--- src/rtl/writeback_arbiter_pkg.sv ---
// Shared definitions for the register-file writeback arbiter.
//   WBA_DATA_SIZE  : register data width
//   WBA_GPR_SIZE   : register address width
//   WBA_FIFO_DEPTH : ALU holding-buffer entries (power of two, >= 2)
//   wba_sel_e      : per-cycle write-port source select
package writeback_arbiter_pkg;

  localparam int unsigned WBA_DATA_SIZE  = 32;
  localparam int unsigned WBA_GPR_SIZE   = 5;
  localparam int unsigned WBA_FIFO_DEPTH = 4;

  typedef enum logic [1:0] {
    WBA_SEL_NONE,
    WBA_SEL_MEM,
    WBA_SEL_FIFO,
    WBA_SEL_ALU
  } wba_sel_e;

endpackage

--- src/rtl/writeback_arbiter_wb_fifo.sv ---
// wb_fifo: in-order circular buffer for ALU results that lost the write port.
// Each entry carries a valid bit so a younger memory return can squash it.
//   clk, reset         : clock, async active-high reset
//   flush              : drop every entry (wins over push/pop)
//   push, push_valid   : enqueue {push_dest, push_data} with the given valid bit
//   pop                : discard the head entry
//   inv_en, inv_dest   : clear valid on every entry whose destination matches
//   head_dest/data/valid : head entry
//   count              : occupancy
module wb_fifo
  import writeback_arbiter_pkg::*;
#(
  parameter int unsigned DATA_SIZE = WBA_DATA_SIZE,
  parameter int unsigned GPR_SIZE  = WBA_GPR_SIZE,
  parameter int unsigned DEPTH     = WBA_FIFO_DEPTH
) (
  input  logic                       clk,
  input  logic                       reset,
  input  logic                       flush,
  input  logic                       push,
  input  logic                       push_valid,
  input  logic [GPR_SIZE-1:0]        push_dest,
  input  logic [DATA_SIZE-1:0]       push_data,
  input  logic                       pop,
  input  logic                       inv_en,
  input  logic [GPR_SIZE-1:0]        inv_dest,
  output logic [GPR_SIZE-1:0]        head_dest,
  output logic [DATA_SIZE-1:0]       head_data,
  output logic                       head_valid,
  output logic [$clog2(DEPTH):0]     count
);

  localparam int unsigned PTR_W = $clog2(DEPTH);

  logic [GPR_SIZE-1:0]  dest_q [DEPTH];
  logic [DATA_SIZE-1:0] data_q [DEPTH];
  logic [DEPTH-1:0]     valid_q;
  logic [PTR_W-1:0]     rd_ptr;
  logic [PTR_W-1:0]     wr_ptr;

  // Pointers wrap naturally because DEPTH is a power of two.
  always_ff @(posedge clk or posedge reset) begin
    if (reset) begin
      rd_ptr  <= '0;
      wr_ptr  <= '0;
      count   <= '0;
      valid_q <= '0;
    end else if (flush) begin
      rd_ptr  <= '0;
      wr_ptr  <= '0;
      count   <= '0;
      valid_q <= '0;
    end else begin
      if (inv_en) begin
        for (int unsigned i = 0; i < DEPTH; i++) begin
          if (dest_q[PTR_W'(i)] == inv_dest) valid_q[PTR_W'(i)] <= 1'b0;
        end
      end
      if (pop) begin
        valid_q[rd_ptr] <= 1'b0;
        rd_ptr          <= rd_ptr + 1'b1;
      end
      // Push comes last so its valid bit overrides the invalidate sweep;
      // the caller already folds a same-cycle match into push_valid.
      if (push) begin
        valid_q[wr_ptr] <= push_valid;
        wr_ptr          <= wr_ptr + 1'b1;
      end
      case ({push, pop})
        2'b10:   count <= count + 1'b1;
        2'b01:   count <= count - 1'b1;
        default: count <= count;
      endcase
    end
  end

  always_ff @(posedge clk) begin
    if (push && !flush) begin
      dest_q[wr_ptr] <= push_dest;
      data_q[wr_ptr] <= push_data;
    end
  end

  assign head_dest  = dest_q[rd_ptr];
  assign head_data  = data_q[rd_ptr];
  assign head_valid = valid_q[rd_ptr];

endmodule

--- src/rtl/writeback_arbiter.sv ---
// writeback_arbiter: shares the single register-file write port between the
// ALU result path and the memory load-return path. Memory always wins; ALU
// results that lose are buffered in order and drained on idle cycles.
//   clk, reset                 : clock, async active-high reset
//   alu_valid/destination/result, alu_ready : ALU offer handshake
//   mem_valid/destination/data : load return, always accepted
//   flush                      : discard buffered ALU entries
//   write_address/data/enable  : registered register-file write port
//   buffer_count               : holding-buffer occupancy
module writeback_arbiter
  import writeback_arbiter_pkg::*;
#(
  parameter int unsigned DATA_SIZE  = WBA_DATA_SIZE,
  parameter int unsigned GPR_SIZE   = WBA_GPR_SIZE,
  parameter int unsigned FIFO_DEPTH = WBA_FIFO_DEPTH
) (
  input  logic                          clk,
  input  logic                          reset,
  input  logic                          alu_valid,
  input  logic [GPR_SIZE-1:0]           alu_destination,
  input  logic [DATA_SIZE-1:0]          alu_result,
  output logic                          alu_ready,
  input  logic                          mem_valid,
  input  logic [GPR_SIZE-1:0]           mem_destination,
  input  logic [DATA_SIZE-1:0]          mem_data,
  input  logic                          flush,
  output logic [GPR_SIZE-1:0]           write_address,
  output logic [DATA_SIZE-1:0]          write_data,
  output logic                          write_enable,
  output logic [$clog2(FIFO_DEPTH):0]   buffer_count
);

  localparam int unsigned CNT_W = $clog2(FIFO_DEPTH) + 1;

  wba_sel_e             sel;
  logic                 fifo_empty;
  logic                 alu_accept;
  logic                 push;
  logic                 push_valid;
  logic                 pop;
  logic [GPR_SIZE-1:0]  head_dest;
  logic [DATA_SIZE-1:0] head_data;
  logic                 head_valid;
  logic [GPR_SIZE-1:0]  sel_dest;
  logic [DATA_SIZE-1:0] sel_data;
  logic                 sel_valid;
  logic                 do_write;

  assign alu_ready  = (buffer_count != CNT_W'(FIFO_DEPTH));
  assign fifo_empty = (buffer_count == '0);
  // A flushed cycle drops the ALU offer entirely (neither bypassed nor queued).
  assign alu_accept = alu_valid && alu_ready && !flush;

  always_comb begin
    sel = WBA_SEL_NONE;
    if (mem_valid)                   sel = WBA_SEL_MEM;
    else if (!flush && !fifo_empty)  sel = WBA_SEL_FIFO;
    else if (alu_accept)             sel = WBA_SEL_ALU;
  end

  assign push = alu_accept && (mem_valid || !fifo_empty);
  assign pop  = (sel == WBA_SEL_FIFO);
  // The load return is younger than a same-cycle ALU offer to the same register.
  assign push_valid = !(mem_valid && (alu_destination == mem_destination));

  always_comb begin
    sel_dest  = '0;
    sel_data  = '0;
    sel_valid = 1'b0;
    case (sel)
      WBA_SEL_MEM:  begin sel_dest = mem_destination; sel_data = mem_data;   sel_valid = 1'b1;       end
      WBA_SEL_FIFO: begin sel_dest = head_dest;       sel_data = head_data;  sel_valid = head_valid; end
      WBA_SEL_ALU:  begin sel_dest = alu_destination; sel_data = alu_result; sel_valid = 1'b1;       end
      default:      ;
    endcase
  end

  assign do_write = sel_valid && (sel_dest != '0);

  always_ff @(posedge clk or posedge reset) begin
    if (reset) begin
      write_enable  <= 1'b0;
      write_address <= '0;
      write_data    <= '0;
    end else begin
      write_enable <= do_write;
      if (do_write) begin
        write_address <= sel_dest;
        write_data    <= sel_data;
      end
    end
  end

  wb_fifo #(
    .DATA_SIZE (DATA_SIZE),
    .GPR_SIZE  (GPR_SIZE),
    .DEPTH     (FIFO_DEPTH)
  ) u_fifo (
    .clk        (clk),
    .reset      (reset),
    .flush      (flush),
    .push       (push),
    .push_valid (push_valid),
    .push_dest  (alu_destination),
    .push_data  (alu_result),
    .pop        (pop),
    .inv_en     (mem_valid),
    .inv_dest   (mem_destination),
    .head_dest  (head_dest),
    .head_data  (head_data),
    .head_valid (head_valid),
    .count      (buffer_count)
  );

endmodule

--- config.mk ---
export PLATFORM = sky130hd
export DESIGN_NAME = writeback_arbiter
export DESIGN_NICKNAME = d
export VERILOG_FILES = /design/src/rtl/writeback_arbiter_pkg.sv /design/src/rtl/writeback_arbiter_wb_fifo.sv /design/src/rtl/writeback_arbiter.sv
export SDC_FILE = /design/constraint.sdc
export NUM_CORES = 1
export LEC_CHECK = 0
export CAP_MARGIN = 10
export CORE_UTILIZATION = 54
export DETAILED_ROUTE_END_ITERATION = 8
export PLACE_DENSITY = 0.84
export SYNTH_ARGS = -nofsm -noshare
export SYNTH_HDL_FRONTEND = slang
export SYNTH_SLANG_ARGS = --single-unit
--- constraint.sdc ---
create_clock -name clk -period 3.6 [get_ports clk]
set_clock_uncertainty 0.15 [all_clocks]
set_input_delay 0.72 -clock clk [delete_from_list [all_inputs] [get_ports clk]]
set_output_delay 0.72 -clock clk [all_outputs]
set_load 0.01 [all_outputs]
==> results of run 1 <==
-- cells by family (layout without fill, tap and decap cells) --
group,count (synthesis),after routing,share of synthesized area [%]
simple gates,48,48,3.04
compound gates,61,61,6.51
xor+xnor,27,27,2.81
mux,78,78,15.0
fa+ha+maj,9,9,1.43
flops,197,197,67.5
buf+inv,76,216,3.77
-- metrics by stage --
| step | cells | cell area [um^2] | hold slack (ns) |
|---|---|---|---|
| after global routing | 824 | 10500 | 0.387 |
| after CTS | 824 | 10500 | 0.370 |
| after global placement | 792 | 9910 | 0.355 |
| after detailed placement | 792 | 9910 | 0.360 |
| after floorplan | 496 | 8400 | 0.377 |
| final | 824 | 10500 | 0.367 |
-- worst paths after layout --
kind	startpoint	to	cells past startpoint
min in group asynchronous	reset	write_data[10]	2
min	write_data[27]	write_data[27]	2
max reg2reg	u_fifo.rd_ptr[0]	write_data[17]	6
max	alu_valid	write_data[17]	8
max in group asynchronous	reset	u_fifo.rd_ptr[1]	3
min reg2reg	write_data[27]	write_data[27]	2
-- layout make-up --
class,instances,share of cell area (%)
Sequential cell,197,54.1
Multi-Input combinational cell,223,23.3
Timing Repair Buffer,140,13.3
Clock buffer,22,4.53
Tap cell,188,2.24
Inverter,44,1.58
Clock inverter,10,0.931
-- flip-flops by register name, summed over array words and instances, names as in the netlist --
| signal | cells |
|---|---|
| u_fifo.rd_ptr | 2 |
| u_fifo.data_q | 128 |
| write_address | 5 |
| u_fifo.dest_q | 20 |
| u_fifo.valid_q | 4 |
| u_fifo.wr_ptr | 2 |
| write_data | 32 |
| u_fifo.count | 3 |
| write_enable | 1 |
-- worst max-delay path, stage by stage --
cell and delay [ns]:
clkdlybuf4s50_1 0.52, nor2b_1 0.22, and3_2 0.29, a221o_1 0.40, nor2_1 0.31, a31oi_4 0.14, buf_4 0.27, mux2i_1 0.25
-- metal layers --
layer | vias up | part of all wire (%)
met2 | 338 | 52
li1 | 2215 | -
met5 | - | 0
met4 | 0 | 2.7
met3 | 53 | 8.6
met1 | 2627 | 37
-- where the power goes --
group | switching (mW) | internal, mW
Combinational | 0.398 | 0.445
Clock | 0.811 | 1.01
Sequential | 0.0902 | 2.58
-- placed cells by master (no fill, tap or decap), types with 3 or more instances in the layout --
cell type        count
o31ai_1              4
ha_1                 8
a21oi_1              6
a32oi_1              4
nand3b_1             4
xnor2_1              6
mux4_2              38
buf_12               4
clkdlybuf4s50_1    119
clkbuf_8             3
mux2i_1             38
and2_2               4
nor2_1              11
and2_1               4
a221o_1              4
nor3_1               3
nor4_1               6
xor2_1              21
inv_1               42
a222oi_1            33
edfxtp_1           148
clkinvlp_4           4
dfrtp_1             47
nand2_1              7
buf_4               16
clkbuf_16           17
==> impl_metrics.yaml, run 1 <==
timing:
  post-route-min-period_ns: 2.94
  fmax_ghz: 0.340
  relSlewSlack_pct: 61.2
  finalWorstSetupSlack_ns: 0.662
  hold_viol: 0
  finalSetupViolCount: 0
  rsz0062_at_grt: "false"
  setup_tns_ns: 0
  tightest_slew_ns: 0.578
  slew_violations: 0
  period_share_pct: 81.6
placement:
  dp_slack_ns: 0.279
  dp_hpwl_mm: 12.5
  numPortBuffers: 120
  gp_congestion: 0.894
layout:
  n_antenna_cell: 0
  seqCellArea_um2: 5670
  multiInputGateArea_um2: 2440
  finalNetCount: 711
  fillers: 953
  area_delta_synth_final_pct: 24.7
  drive_gt1_share_pct: 16.2
  fin_util_pct: 68.9
routing:
  viasPerCell: 6.35
  drt-initial-drc-count: 700
  num_vias: 5233
  drt_wl_total_mm: 19.7
  wl_per_cell_um: 24.0
  first_pass_iters: 6
  drc: 0
  antenna_left: 0
setup_path:
  startpoint_type: "primary input"
  reg2reg_slack_ns: 0.80
  cp.arrival_ns: 3.13
  crit_type: "primary input to flop"
  path_max_fanout: 19
  required_ns: 3.79
  worstSetupEndpointType: "flop"
logic_synthesis:
  synth_commonest_cells: "edfxtp_1 (148), dfrtp_1 (49), inv_1 (43)"
  syn_inst: 496
  yosysSeqAreaShare_pct: 67.5
  yosysWarnings: 0
  yosys.area.top_type: "edfxtp_1"
  async_reset_ff_share_pct: 24.9
  synth.most_common_cell: "edfxtp_1"
  yosys_register_bits: 197
  syn_area_um2: 8400
  synth_top_area_share_pct: 52.9
  synth_area_leaders: "edfxtp_1 (53%), dfrtp_1 (15%), mux4_2 (10%)"
  ys.flop_type: "edfxtp_1"
  synth-edff-count: 148
  synthesis.nets: 584
  synth_area_per_cell_um2: 16.9
  synthDistinctLibCells: 39
run_status:
  status: "complete, no violations"
floorplan:
  die-height_um: 127
  ios: 121
  dieArea_um2: 16100
  start_util_pct: 55.3
  rows: 45
  coreArea_um2: 15200
  die_x_um: 127
cts:
  cts-buffers-inserted: 17
  cts_hold_buf: 0
  post_cts_resized: 0
  cts.clk_slew.worst_paths_ns: 0.07
  clock_latency_ns: 0.43
  tritoncts: "built"
  root_buffer: "clkbuf_16"
  cts_htree_levels: 4
  cts.sinks: 197
  clockBufferDepth: 2
  postCtsSetupBuffers: 0
global_routing:
  grt_pass1_vias: 5404
  grt_max_degree: 31
  grt_overflow: 0
  met1_usage_pct: 33.1
  antenna_found_initial: 0
  grt_pass1_wl_mm: 30.4
  grt_util_met2_pct: 44.4
  grtUsageTotal_pct: 26.2
  grt_busiest_layer: "met2"
  met3_usage_pct: 5.86
power:
  leakagePower_nw: 3.75
  p_per_area_nw_per_um2: 510
  peakVddDrop_mv: 0.392
  p_total_mw: 5.34
job:
  drv_cap: 0
min_path:
  hold_class: "flop to flop"
(Power assumes the default switching activity.)
==> run 2: changes to the inputs <==
==> constraint.sdc (replaced) <==
create_clock -name clk -period 3.07 [get_ports clk]
set_clock_uncertainty 0.15 [all_clocks]
set_input_delay 0.614 -clock clk [delete_from_list [all_inputs] [get_ports clk]]
set_output_delay 0.614 -clock clk [all_outputs]
set_load 0.01 [all_outputs]
==> run 2 against run 1 <==
Net effect: sequential cell count is the same; clock power rose by 19%; first-iteration DRC count is 2.0% lower; non-clock buffer count is 17 higher; clock-buffer cell count increased by 3; sequential share of layout area shrank 0.85 points; critical endpoint is now u_fifo.count[2]; largest cell class unchanged; largest power group unchanged.
==> impl_metrics.yaml, run 2 (synthesis gave the netlist of run 1 again) <==
run_status:
  status: "complete, no violations"
setup_path:
  cp_slowest_stage_delay_ns: 0.48
  path_buf_inv: 1
  worstSetupEndpointType: "flop"
  startpoint_type: "flop"
  path_delay_family: "simple AND/OR/NAND/NOR gates"
  cp.arrival_ns: 2.88
  path_cells: "nor3_1 > nor3_2 > buf_4 > nor2b_1 > fa_1 > nor3_1 > nor3_1 > a2111oi_0"
  path_max_fanout: 13
  required_ns: 3.21
  crit_type: "flop to flop"
  critPathSlowestCell: "dfrtp_1"
  cpMostUsedCell: "nor3_1"
power:
  p_per_area_nw_per_um2: 594
  peakVddDrop_mv: 0.448
  leakagePower_nw: 3.86
floorplan:
  start_util_pct: 55.3
  die_x_um: 127
  dieArea_um2: 16100
  coreArea_um2: 15200
  rows: 45
  ios: 121
  die-height_um: 127
cts:
  root_buffer: "clkbuf_16"
  clock_latency_ns: 0.43
  cts.clk_slew.worst_paths_ns: 0.06
  cts-buffers-inserted: 17
  post_cts_resized: 0
  cts.sinks: 197
  tritoncts: "built"
  cts_hold_buf: 0
  cts_htree_levels: 4
  postCtsSetupBuffers: 0
  clockBufferDepth: 2
job:
  drv_cap: 0
timing:
  tightest_slew_ns: 0.421
  period_share_pct: 89.2
  post-route-min-period_ns: 2.74
  slew_violations: 0
  hold_viol: 0
  setup_tns_ns: 0
  relSlewSlack_pct: 71.7
  fmax_ghz: 0.365
  finalSetupViolCount: 0
  finalWorstSetupSlack_ns: 0.332
  rsz0062_at_grt: "false"
routing:
  drt-initial-drc-count: 686
  antenna_left: 0
  viasPerCell: 6.27
  drc: 0
  drt_wl_total_mm: 19.6
  num_vias: 5277
  first_pass_iters: 6
  wl_per_cell_um: 23.3
global_routing:
  antenna_found_initial: 0
  grt_pass1_vias: 5579
  grt_overflow: 0
  grt_max_degree: 47
  grtUsageTotal_pct: 26.0
  grt_pass1_wl_mm: 30.3
layout:
  regMostFlops: "u_fifo.data_q"
  final_cell_mix: "edfxtp_1 (148), clkdlybuf4s50_1 (119), dfrtp_1 (47)"
  largest_reg_flops: 128
  reg_top3: "u_fifo.data_q x128, write_data x32, u_fifo.dest_q x20"
  layout_commonest_cell: "edfxtp_1"
  n_antenna_cell: 0
  area_delta_synth_final_pct: 26.7
  finalNetCount: 728
  drive_gt1_share_pct: 18.1
placement:
  numPortBuffers: 120
  dp_slack_ns: -0.0480
  dp_hpwl_mm: 13.0
  gp_congestion: 0.879
min_path:
  hold_class: "primary input to async pin"
run 2: cell types whose count changed in the layout (fill, tap and decap cells not counted), moves of 2 or more:
cell	previous run	this run
clkbuf_1	2	4
buf_4	16	31
clkinvlp_4	4	2
clkbuf_16	17	19
clkinv_4	2	0
buf_12	4	6
run 2: final timing paths:
kind | end | depth (start not counted) | slack, ns | start
min in group clk | write_data[27] | 2 | 0.36 | write_data[27]
setup reg to reg | u_fifo.count[2] | 8 | 0.33 | u_fifo.count[0]
hold reg to reg | write_data[27] | 2 | 0.36 | write_data[27]
hold / removal | write_data[12] | 2 | 0.24 | reset
setup / recovery | u_fifo.count[2] | 8 | 0.33 | u_fifo.count[0]
max in group asynchronous | u_fifo.rd_ptr[0] | 3 | 2.03 | reset
run 2: final cells by class:
| class | instances | area (um^2) |
|---|---|---|
| clock inverter | 7 | 67.6 |
| tap | 188 | 235 |
| inverter | 44 | 165 |
| sequential | 197 | 5670 |
| multi-input combinational | 223 | 2440 |
| fill | 931 | 4560 |
| clock buffer | 25 | 518 |
| timing repair buffer | 157 | 1550 |
run 2: per-stage QoR:
step	util (%)	instances	hold WS [ns]	total power [mW]	area, um^2
2_1_floorplan	-	496	0.377	3.65	8400
3_3_place_gp	66.2	809	0.356	4.14	10100
3_5_place_dp	66.2	809	0.359	4.19	10100
4_1_cts	70.0	841	0.213	6.34	10600
5_1_grt	70.0	841	0.237	6.53	10600
6_report	70.0	841	0.236	6.32	10600
run 2: worst reg2reg max path, stage by stage, from the launching register on:
cell and delay (ns):
dfrtp_1 0.48, nor3_1 0.42, nor3_2 0.08, buf_4 0.20
nor2b_1 0.16, fa_1 0.42, nor3_1 0.23, nor3_1 0.08
a2111oi_0 0.38
run 2: where the power goes:
| group | switching [mW] | leakage [nW] | internal [mW] | total (mW) |
|---|---|---|---|---|
| registers | 0.0999 | 1.96 | 3.03 | 3.13 |
| logic | 0.471 | 1.62 | 0.544 | 1.02 |
| clock network | 0.915 | 0.282 | 1.26 | 2.17 |
| total | 1.49 | 3.86 | 4.83 | 6.32 |
run 2: per-layer routing:
metal	vias up	track usage, %	wire length [um]
met5	-	0	0
met4	0	12.8	659
met3	52	5.78	1480
met2	300	42.6	9850
met1	2678	33.0	7610
li1	2247	-	-
==> run 3: changes to the inputs <==
--- a/config.mk
+++ b/config.mk
@@ -6,9 +6,12 @@
 export NUM_CORES = 1
 export LEC_CHECK = 0
 export CAP_MARGIN = 10
-export CORE_UTILIZATION = 54
+export CELL_PAD_IN_SITES_DETAIL_PLACEMENT = 1
+export CELL_PAD_IN_SITES_GLOBAL_PLACEMENT = 1
+export CORE_UTILIZATION = 46
 export DETAILED_ROUTE_END_ITERATION = 8
-export PLACE_DENSITY = 0.84
+export PLACE_DENSITY = 0.85
+export RECOVER_POWER = 25
 export SYNTH_ARGS = -nofsm -noshare
 export SYNTH_HDL_FRONTEND = slang
 export SYNTH_SLANG_ARGS = --single-unit
==> run 3 against run 2 <==
Net effect: setup slack worse by 0.11 ns; wire length is 19% higher; total power rose by 1.4%; combinational power is essentially flat; register-to-register slack worse by 0.11 ns; maximum frequency shrank 3.8%; critical endpoint is now write_data[0].
==> impl_metrics.yaml, run 3 (synthesis gave the netlist of run 1 again) <==
layout:
  finalNetCount: 724
  fin_util_pct: 59.7
  drive_gt1_share_pct: 18.0
  final_cell_mix: "edfxtp_1 (148), clkdlybuf4s50_1 (90), dfrtp_1 (47)"
  largest_reg_flops: 128
  regMostFlops: "u_fifo.data_q"
  n_antenna_cell: 0
  area_delta_synth_final_pct: 27.5
  fillers: 1608
  layout_commonest_cell: "edfxtp_1"
  multiInputGateArea_um2: 2440
  seqCellArea_um2: 5680
  reg_top3: "u_fifo.data_q x128, write_data x32, u_fifo.dest_q x20"
placement:
  dp_hpwl_mm: 15.5
  gp_congestion: 0.864
  numPortBuffers: 120
floorplan:
  ios: 121
  dieArea_um2: 18800
  die-height_um: 137
  start_util_pct: 46.8
  die_x_um: 137
  rows: 49
  coreArea_um2: 18000
setup_path:
  path_max_fanout: 13
  timing.rr.start: "u_fifo.rd_ptr[0]"
  path_delay_family: "multiplexers"
  crit_type: "flop to flop"
  worstSetupEndpointType: "flop"
  rr_worst_depth: 6
  cp.arrival_ns: 3.05
  cp_slowest_stage_delay_ns: 0.61
  startpoint_type: "flop"
  cp-startpoint: "u_fifo.rd_ptr[0]"
  timing.rr.end: "write_data[0]"
  crit_cells: 6
  worstSetupEndpoint: "write_data[0]"
  reg2reg_slack_ns: 0.22
  path_cells: "mux4_2 > a221o_1 > nor2_1 > a31oi_4 > buf_4 > mux2i_1"
  required_ns: 3.27
  path_buf_inv: 1
  critPathSlowestCell: "dfrtp_4"
timing:
  period_share_pct: 92.7
  hold_viol: 0
  relSlewSlack_pct: 46.7
  rsz0062_at_grt: "false"
  post-route-min-period_ns: 2.85
  slew_violations: 0
  finalSetupViolCount: 0
  fmax_ghz: 0.351
  tightest_slew_ns: 0.798
routing:
  drt-initial-drc-count: 448
  viasPerCell: 6.02
  num_vias: 5284
  drc: 0
  antenna_left: 0
  drt_wl_total_mm: 23.3
  wl_per_cell_um: 26.5
  first_pass_iters: 8
global_routing:
  grtUsageTotal_pct: 26.2
  grt_pass1_vias: 5811
  grt_max_degree: 31
  grt_overflow: 0
  grt_pass1_wl_mm: 34.7
  antenna_found_initial: 0
job:
  drv_cap: 0
cts:
  clockBufferDepth: 2
  cts.clk_slew.worst_paths_ns: 0.07
  clock_latency_ns: 0.44
  postCtsSetupBuffers: 0
  tritoncts: "built"
  root_buffer: "clkbuf_16"
  cts.sinks: 197
  cts-buffers-inserted: 17
  cts_htree_levels: 4
  cts_hold_buf: 0
power:
  peakVddDrop_mv: 0.462
  leakagePower_nw: 3.85
  p_per_area_nw_per_um2: 598
  p_total_mw: 6.40
min_path:
  hold_class: "flop to flop"
  min_delay_path_depth: 2
run_status:
  status: "complete, no violations"
-- run 3: cell types whose count changed in the layout (fill, tap and decap cells not counted), sizes merged --
| cell | delta |
|---|---|
| clkdlybuf4s50 | -29 |
| buf | -4 |
| clkinv | +2 |
| bufinv | +1 |
| inv | +2 |
| clkinvlp | +2 |
| dlygate4sd3 | +29 |
| clkbuf | -7 |
-- run 3: power by group --
group          switching [mW]  internal [mW]  total, mW
Clock                    1.02           1.21       2.23
Sequential              0.108           3.03       3.14
Combinational           0.498          0.535       1.03
Total                    1.63           4.77       6.40
-- run 3: layout make-up --
class	count	share of cell area [%]
repair buffers	153	14.6
multi-input cells	223	22.7
flip-flops and latches	197	53.0
inverters	44	1.54
clock inverters	14	1.42
well taps	229	2.67
clock buffers	18	4.01
-- run 3: worst min path at each step --
stage,from,end,slack (ns)
6_report,write_data[20],write_data[20],0.38
3_5_place_dp,write_data[5],write_data[5],0.36
3_3_place_gp,write_data[24],write_data[24],0.35
5_1_grt,write_data[29],write_data[29],0.40
4_1_cts,write_data[3],write_data[3],0.38
2_1_floorplan,u_fifo.valid_q[2],u_fifo.valid_q[2],0.38
-- run 3: per-stage QoR --
step	setup WS (ns)	setup TNS (ns)	cell area [um^2]	instances	hold WS, ns
5_1_grt	0.0954	0	10700	878	0.397
6_report	0.224	0	10700	878	0.375
3_3_place_gp	0.116	0	10100	846	0.355
3_5_place_dp	-0.0253	-0.142	10100	846	0.361
2_1_floorplan	0.103	0	8400	496	0.377
4_1_cts	0.116	0	10700	878	0.382
-- run 3: repair_timing --
action                                  in CTS  in global routing
endpoints found under the setup margin       0                  1
gates resized for setup                      0                  1
endpoints found under the hold margin        0                  0
-- run 3: per-layer routing --
layer,track usage (%),vias to the layer above,part of all wire [%]
li1,-,2244,-
met1,32.1,2764,39
met5,0,-,0
met3,4.67,35,6.0
met2,45.5,241,53
met4,10.7,0,1.8
-- run 3: worst reg2reg max path, cell delays in order, from the launching register on --
cell,delay (ns)
dfrtp_4,0.61
mux4_2,0.60
a221o_1,0.42
nor2_1,0.31
a31oi_4,0.17
buf_4,0.26
mux2i_1,0.23
